<file path="src/rtl/fdu_pkg.sv">
// Shared types and constants for the fetch/decode unit: FSM states,
// condition-code encodings and instruction field bit positions.
package fdu_pkg;

  typedef enum logic [2:0] {
    S_IDLE,
    S_FETCH,
    S_WAIT,
    S_ISSUE,
    S_HALT
  } fdu_state_e;

  localparam logic [3:0] COND_AL = 4'd0;
  localparam logic [3:0] COND_EQ = 4'd1;
  localparam logic [3:0] COND_NE = 4'd2;
  localparam logic [3:0] COND_CS = 4'd3;
  localparam logic [3:0] COND_CC = 4'd4;
  localparam logic [3:0] COND_MI = 4'd5;
  localparam logic [3:0] COND_PL = 4'd6;
  localparam logic [3:0] COND_VS = 4'd7;
  localparam logic [3:0] COND_VC = 4'd8;
  localparam logic [3:0] COND_HI = 4'd9;
  localparam logic [3:0] COND_LS = 4'd10;
  localparam logic [3:0] COND_GE = 4'd11;
  localparam logic [3:0] COND_LT = 4'd12;
  localparam logic [3:0] COND_GT = 4'd13;
  localparam logic [3:0] COND_LE = 4'd14;
  localparam logic [3:0] COND_NV = 4'd15;

  localparam int unsigned COND_MSB = 31;
  localparam int unsigned COND_LSB = 28;
  localparam int unsigned OPC_MSB  = 27;
  localparam int unsigned OPC_LSB  = 24;
  localparam int unsigned BIT_S    = 23;
  localparam int unsigned RD_MSB   = 22;
  localparam int unsigned RD_LSB   = 19;
  localparam int unsigned RS2_MSB  = 18;
  localparam int unsigned RS2_LSB  = 15;
  localparam int unsigned RS1_MSB  = 14;
  localparam int unsigned RS1_LSB  = 11;
  localparam int unsigned IV_MSB   = 10;
  localparam int unsigned IV_LSB   = 6;
  localparam int unsigned OFF_MSB  = 18;
  localparam int unsigned OFF_W    = 19;

endpackage

</file>
<file path="src/rtl/fdu_cond_eval.sv">
// Combinational condition-code evaluator; flags are {N,Z,C,V}.
module fdu_cond_eval
  import fdu_pkg::*;
(
  input  logic [3:0] cond,
  input  logic [3:0] flags,
  output logic       pass
);

  logic n, z, c, v;

  always_comb begin
    {n, z, c, v} = flags;
    pass = 1'b0;
    case (cond)
      COND_AL: pass = 1'b1;
      COND_EQ: pass = z;
      COND_NE: pass = !z;
      COND_CS: pass = c;
      COND_CC: pass = !c;
      COND_MI: pass = n;
      COND_PL: pass = !n;
      COND_VS: pass = v;
      COND_VC: pass = !v;
      COND_HI: pass = c && !z;
      COND_LS: pass = !c || z;
      COND_GE: pass = (n == v);
      COND_LT: pass = (n != v);
      COND_GT: pass = !z && (n == v);
      COND_LE: pass = z || (n != v);
      default: pass = 1'b0;
    endcase
  end

endmodule

</file>
<file path="src/rtl/fetch_decode_unit.sv">
// Instruction fetch/decode FSM with PC-relative branch and halt.
// Conditional execution is enabled by defining FDU_COND_EXEC_EN.
module fetch_decode_unit
  import fdu_pkg::*;
#(
  parameter int unsigned PC_W        = 8,
  parameter int unsigned ADDR_W      = 16,
  parameter logic [3:0]  BR_OPCODE   = 4'hA,
  parameter logic [3:0]  HALT_OPCODE = 4'hF
) (
  input  logic              Clk,
  input  logic              Reset,
  input  logic              start,
  output logic              mem_en,
  output logic              mem_rw,
  output logic [ADDR_W-1:0] mem_addr,
  input  logic [31:0]       mem_rdata,
  input  logic              mem_ready,
  input  logic [3:0]        flags,
  output logic              dec_valid,
  input  logic              dec_ready,
  output logic [3:0]        cond,
  output logic [3:0]        opcode,
  output logic              s,
  output logic [3:0]        rd,
  output logic [3:0]        rs2,
  output logic [3:0]        rs1,
  output logic [4:0]        iv,
  output logic [PC_W-1:0]   pc,
  output logic              halted
);

  fdu_state_e             state, state_nx;
  logic [31:0]            ir;
  logic                   ce_pass;
  logic                   cond_ok;
  logic [PC_W+OFF_W-1:0]  off_ext;

  // The condition is judged on the incoming word in the cycle it is latched.
  fdu_cond_eval u_cond_eval (
    .cond  (mem_rdata[COND_MSB:COND_LSB]),
    .flags (flags),
    .pass  (ce_pass)
  );

`ifdef FDU_COND_EXEC_EN
  assign cond_ok = ce_pass;
`else
  logic unused_ce_pass;
  assign unused_ce_pass = ce_pass;
  assign cond_ok        = 1'b1;
`endif

  assign off_ext  = {{PC_W{ir[OFF_MSB]}}, ir[OFF_MSB:0]};
  assign mem_rw   = 1'b0;
  assign mem_addr = ADDR_W'(pc);

  assign cond   = ir[COND_MSB:COND_LSB];
  assign opcode = ir[OPC_MSB:OPC_LSB];
  assign s      = ir[BIT_S];
  assign rd     = ir[RD_MSB:RD_LSB];
  assign rs2    = ir[RS2_MSB:RS2_LSB];
  assign rs1    = ir[RS1_MSB:RS1_LSB];
  assign iv     = ir[IV_MSB:IV_LSB];

  always_ff @(posedge Clk or negedge Reset) begin
    if (!Reset) state <= S_IDLE;
    else        state <= state_nx;
  end

  always_comb begin
    state_nx  = state;
    mem_en    = 1'b0;
    dec_valid = 1'b0;
    halted    = 1'b0;
    case (state)
      S_IDLE:  if (start) state_nx = S_FETCH;
      S_FETCH: begin
        mem_en   = 1'b1;
        state_nx = S_WAIT;
      end
      S_WAIT: begin
        if (mem_ready) begin
          if (!cond_ok)                                        state_nx = S_FETCH;
          else if (mem_rdata[OPC_MSB:OPC_LSB] == HALT_OPCODE) state_nx = S_HALT;
          else                                                 state_nx = S_ISSUE;
        end
      end
      S_ISSUE: begin
        dec_valid = 1'b1;
        if (dec_ready) state_nx = S_FETCH;
      end
      S_HALT:  halted = 1'b1;
      default: state_nx = S_IDLE;
    endcase
  end

  always_ff @(posedge Clk or negedge Reset) begin
    if (!Reset) begin
      pc <= '0;
      ir <= '0;
    end else if (state == S_WAIT && mem_ready) begin
      ir <= mem_rdata;
      if (!cond_ok) pc <= pc + PC_W'(1);
    end else if (state == S_ISSUE && dec_ready) begin
      if (ir[OPC_MSB:OPC_LSB] == BR_OPCODE) pc <= pc + off_ext[PC_W-1:0];
      else                                  pc <= pc + PC_W'(1);
    end
  end

endmodule

</file>
<file path="config.mk">
export PLATFORM = sky130hd
export DESIGN_NAME = fetch_decode_unit
export DESIGN_NICKNAME = d
export VERILOG_FILES = /design/src/rtl/fdu_pkg.sv /design/src/rtl/fdu_cond_eval.sv /design/src/rtl/fetch_decode_unit.sv
export SDC_FILE = /design/constraint.sdc
export NUM_CORES = 1
export LEC_CHECK = 0
export ABC_AREA = 0
export CELL_PAD_IN_SITES_DETAIL_PLACEMENT = 2
export CELL_PAD_IN_SITES_GLOBAL_PLACEMENT = 2
export CORE_MARGIN = 5
export CORE_UTILIZATION = 35
export CTS_CLUSTER_DIAMETER = 40
export DETAILED_ROUTE_END_ITERATION = 12
export DONT_BUFFER_PORTS = 1
export PLACE_DENSITY_LB_ADDON = 0.1
export SETUP_SLACK_MARGIN = 0.02
export SYNTH_ARGS = -nofsm -noshare
export SYNTH_HDL_FRONTEND = slang
export SYNTH_HIERARCHICAL = 1
export SYNTH_SLANG_ARGS = --single-unit
</file>
<file path="constraint.sdc">
create_clock -name Clk -period 2.2 [get_ports Clk]
set_input_delay 0.33 -clock Clk [delete_from_list [all_inputs] [get_ports Clk]]
set_output_delay 0.33 -clock Clk [all_outputs]
set_load 0.01 [all_outputs]
</file>
# [Word-level counts from Yosys, hierarchy flattened]
# Cells that the tools add are included.
[word_totals] ramBits=0 n_memories=0 romBits=0 register_bits=43 input_bits=41 output_inout_bits=54 word_cells=30 latch_bits=0
[op_classes] magnitude_cmp=0 multipliers=0 n_div=0 eq_ne=9 n_mux=9 reduce_logical=5 bitwise_logic=2 add_sub_neg=2 shift=0
[op_table] operator="$pmux 3 s5" n=1
[op_table] operator="$mux 3" n=4
[op_table] operator="$add 8x1->8 const B" n=1
[op_table] operator="$add 8x8->8" n=1
[op_table] operator="$eq 4x4->1 const B" n=2
[op_table] operator="$mux 8" n=1
[op_table] operator="$eq 3x2->1 const B" n=2
[op_table] operator="$ne 2x2->1 const B" n=3
[op_table] operator="$reduce_and 4->1" n=1
[op_table] operator="$eq 3x1->1 const B" n=1
[op_table] operator="$eq 3x3->1 const B" n=1
[op_table] operator="$logic_not 3->1" n=1
[op_table] operator="$mux 1" n=3
[op_table] operator="$logic_and 1x1->1" n=2
[op_table] operator="$not 1->1" n=2
[op_table] operator="$reduce_and 2->1" n=1

# [Depth between registers and ports, before layout]
[depth] word_depth=4 ltp_mapped=10 ltp_nobuf=10

# [Least setup slack after synthesis]
# OpenSTA, ideal clock, no wires.
[synth_timing] path_kind="reg2reg" start="register ir[26]" end="register pc[6]" stages_incl_launch_ff=11 required_ns=2.131 slack_ns=0.004 t_arrival_ns=2.128 path_buffers=0 cell_sequence="dfrtp_1 and4bb_2 nand2b_1 ha_1 inv_1 fa_1 nor2b_1 o21ai_0 a21boi_0 or4_1 nand3_1"
[synth_via] elab_chain_len=2
[synth_rtl] item="from (decl)" line_no="fetch_decode_unit.sv:34" source="logic [31:0] ir;"
[synth_rtl] item="from (signal assigned)" line_no="fetch_decode_unit.sv:103" source="ir <= mem_rdata;"
[synth_rtl] item="$eq 4x4->1" line_no="fetch_decode_unit.sv:106" source="if (ir[OPC_MSB:OPC_LSB] == BR_OPCODE) pc <= pc + off_ext[PC_W-1:0];"
[synth_rtl] item="$mux 8" line_no="fetch_decode_unit.sv:106"
[synth_rtl] item="to (signal assigned)" line_no="fetch_decode_unit.sv:104" source="if (!cond_ok) pc <= pc + PC_W'(1);"
[synth_rtl] item="to (signal assigned)" line_no="fetch_decode_unit.sv:106"
[synth_rtl] item="to (signal assigned)" line_no="fetch_decode_unit.sv:107" source="else pc <= pc + PC_W'(1);"
[synth_rtl] item="to (decl)" line_no="fetch_decode_unit.sv:29" source="output logic [PC_W-1:0] pc,"
# No other way between the ends.
# A chain may end at the register's enable or synchronous reset.

# [Worst setup path in the final report]
[layout_timing] start="register ir[24]" end="register pc[7]"
# The elaborated chain is that of the path after synthesis.

==> metrics.md <==
| Metric | Value |
|---|---|
| Initial core utilization | 35.6% |
| Commonest non-fill, non-tap cell in the layout | sky130_fd_sc_hd__dfrtp_1 |
| Wire length of the first global-routing pass | 8.98 mm |
| Inserted Diodes | 0 |
| Final worst path period need | 2.16 ns |
| Number of flip-flops and latches in the synthesized netlist | 43 |
| Post-synthesis instance total | 210 |
| Vert. Die Dim | between 90 and 100 um |
| Total power after layout | 3.94 mW |
| Residual DRC count | 0 |
| Dominant delay contributor by cell family on the critical path | simple AND/OR/NAND/NOR gates |
| Final Routed Wirelength | 5.73 mm |
| Share of final-layout standard cells stronger than drive strength 1 | 45.0% |
| Max stage delay on crit path | between 0.4 and 0.5 ns |
| Number of H-tree levels | 2 |
| Number of global-route vias before repair | 1,657 |
| Initial antenna violation count | 0 |
| Commonest cells after routing, fill and taps aside | 43 x sky130_fd_sc_hd__dfrtp_1, 30 x sky130_fd_sc_hd__mux2_4, 17 x sky130_fd_sc_hd__buf_4 |
| Area of the mapped netlist | 2550 sq um |
| GP Congestion | roughly 0.8 |
| Sequential fraction of design power | 42.7% |
| Combinational power share | about 45% |
| Reg clk slew, reported paths | 0.08 ns |
| Kind of start point of the critical path | flip-flop |
| Master of the slowest instance on the critical path | sky130_fd_sc_hd__and4bb_4 |
| Critical setup path kind | flip-flop to flip-flop |
| Hold Path Depth | 1 |
| Pwr/cell area | between 1000 and 1500 nW/um^2 |
| Startpoint of the worst hold path | dec_ready |
| Largest net degree at the start of global routing | 44 |
| Yosys cell types | 40 |
| Max Root-Sink Buffers | 2 |
| Clock network fraction of design power | 12.6% |
| Number of vias per cell | 4.74 |
| Pre-Repair DR Iteration Count | 3 |
| Global-route usage over all layers | between 10% and 20% |
| Final Skew | between 0.007 and 0.008 ns |
| Input/output buffers | 0 |
| Core Box Area | 7180 sq um |
| Critical-path cell list | and4bb_4, buf_6, and2_4, ha_4, a21oi_2, o21bai_2, a211oi_2, mux2i_1, xnor2_1 |
| Iteration-0 DRC Markers | 34 |
| Most used flip-flop cell after synthesis | sky130_fd_sc_hd__dfrtp_1 |
| Sort of element at the end of the critical path | flip-flop |
| Overall overflow remaining after global route | 0 |
| Count of vias placed by the detailed router | 1,416 |
| Maximum clock rate | 0.462 GHz |
| Detail-routed net length per standard cell | 19.2 um |
| Worst-case vdd ir drop | 0.406 mV |
| Top-Level Pins | between 90 and 100 |
| Final layout net count | 248 |
| Fin Hold WS | 0.128 ns |
| Growth of design area from synthesis to finish | 7.85% |
| Register-to-register path setup slack | about 0.035 ns |
| Root Buffer | sky130_fd_sc_hd__clkbuf_8 |
| CTS tree | yes |
| Fill cell total of the finished layout | 727 |
| Switch Pwr | 1.49 mW |
| Origin of the critical flop-to-flop path | ir[24] |
| Required time at the endpoint of the critical path | 2.42 ns |
| Max-slew violations | 0 |
| Die width | 95.4 um |
| Post-Syn Area per Cell | between 10 and 15 sq um |
| Worst-case hold path end point | state[0] |
| Count of buffering cells on the critical path with inverters included | 1 |
| Critical Path Fanout Max | 5 |
| Remaining number of nets flagged by the antenna check after routing | 0 |
| Die Outline Area | 9100 sq um |
| Reg2reg path depth | 9 |
| Cts bufs inserted | 5 |
| Synthesis Warnings | 6 |
| RSZ-0062 raised after global routing | true |
| Seq/Total Area, Yosys | 42.2% |
| Final setup fails | 0 |
| Asr flop ratio synth | 100% |
| Worst skew pair latency | 0.29 ns |
| End of the worst register-to-register path | pc[7] |
| Number of enable flip-flop cells after synthesis | 0 |
| Number of rows created at floorplan | 31 |
| Arr. time, crit path | 2.38 ns |
| Int Power | 2.45 mW |
| Number of sinks driven by the clock tree | 43 |
| Switching part of the total power | around 38% |
| Number of maximum-capacitance violations | 0 |
| DPL Wire Length | 4.28 mm |
| Fin crit share | 98.4% |
| Number of hold violations in the final report | 0 |
| Leakage | 1.22 nW |
| Type of the worst min-delay path | primary input to flip-flop |
| Outcome | finished, final reports clean |
## per-stage QoR
step           std cells  utilization (%)  instance area (sq um)  TNS (ns)  setup slack, ns
6_report             299             38.3                   2750         0           0.0355
5_1_grt              299             38.3                   2750    -0.144          -0.0897
4_1_cts              298             37.5                   2690   -0.0365          -0.0196
3_5_place_dp         286             34.1                   2450    -0.646           -0.257
3_3_place_gp         286             34.1                   2450    -0.311           -0.167
2_1_floorplan        218                -                   2580         0           0.0248
## registers in the layout, summed over array words and instances, names as in the netlist
signal	flops
ir	32
pc	8
state	3
## area by class of cell
class	instances	area (sq um)	area share, %
Timing Repair Buffer	22	208	7.55
Clock inverter	2	12.5	0.455
Sequential cell	43	1080	39.1
Multi-Input combinational cell	122	1240	45.1
Inverter	5	18.8	0.682
Clock buffer	6	72.6	2.64
Tap cell	99	124	4.50
## synthesized netlist by cell type, types with 4 or more instances
library cell / instances / share of area [%]
sky130_fd_sc_hd__buf_4: 43 / 13
sky130_fd_sc_hd__dfrtp_1: 43 / 42
sky130_fd_sc_hd__o21ai_0: 8 / 1.6
sky130_fd_sc_hd__nand2_1: 11 / 1.6
sky130_fd_sc_hd__a21oi_1: 8 / 1.6
sky130_fd_sc_hd__inv_1: 5 / 0.74
sky130_fd_sc_hd__mux2_4: 30 / 18
sky130_fd_sc_hd__nor2_1: 4 / 0.59
sky130_fd_sc_hd__ha_1: 7 / 3.4
sky130_fd_sc_hd__and2_1: 6 / 1.5
## cell families (layout without fill, tap and decap cells)
group | after synthesis | in the layout | share of synthesized area [%]
buffers and inverters | 53 | 35 | 16.3
flip-flops | 43 | 43 | 42.2
AND/OR/NAND/NOR | 40 | 40 | 9.61
multiplexers | 35 | 35 | 19.8
AO/OA/AOI/OAI | 26 | 26 | 6.38
adder cells (fa/ha/maj) | 8 | 8 | 4.22
XOR/XNOR | 4 | 4 | 1.37
other | 1 | 9 | 0.147
## worst register-to-register path, cell delays in order, from the launching register on
cell and delay, ns:
sky130_fd_sc_hd__dfrtp_1 0.38, sky130_fd_sc_hd__and4bb_4 0.41, sky130_fd_sc_hd__buf_6 0.13, sky130_fd_sc_hd__and2_4 0.15, sky130_fd_sc_hd__ha_4 0.20, sky130_fd_sc_hd__a21oi_2 0.14, sky130_fd_sc_hd__o21bai_2 0.08, sky130_fd_sc_hd__a211oi_2 0.24
sky130_fd_sc_hd__mux2i_1 0.24, sky130_fd_sc_hd__xnor2_1 0.13
## power by group through the flow
stage | sequential (mW) | clock [mW] | combinational, mW
after floorplan | 1.42 | 0 | 1.78
final | 1.68 | 0.494 | 1.76
after detailed placement | 1.68 | 0 | 1.56
after CTS | 1.69 | 0.520 | 1.73
after global placement | 1.65 | 0 | 1.49
after global routing | 1.74 | 0.560 | 1.93
## routing by layer
| metal | wire, um | vias to the layer above | GRT usage [%] | part of all wire, % |
|---|---|---|---|---|
| met5 | 0 | - | 0 | 0 |
| met4 | 36 | 0 | 3.55 | 0.63 |
| met3 | 439 | 4 | 4.74 | 7.7 |
| met2 | 3000 | 44 | 22.4 | 52 |
| met1 | 2260 | 730 | 15.1 | 39 |
| li1 | - | 638 | - | - |
## worst max path at each step
stage	end	startpoint	cells after the start
2_1_floorplan	pc[6]	ir[24]	10
3_3_place_gp	pc[6]	ir[24]	10
3_5_place_dp	pc[7]	ir[24]	9
4_1_cts	pc[6]	ir[26]	10
5_1_grt	pc[7]	ir[24]	9
6_report	pc[7]	ir[24]	9
## timing repair
action | 4_1_cts | 5_1_grt
hold buffers | 2 | 0
setup endpoints to repair | 4 | 4
pin swaps | 11 | 10
hold endpoints to repair | 43 | 0
buffers inserted | 2 | 1
resized for setup | 21 | 12
No activity file was read; power rests on OpenSTA's default activity.
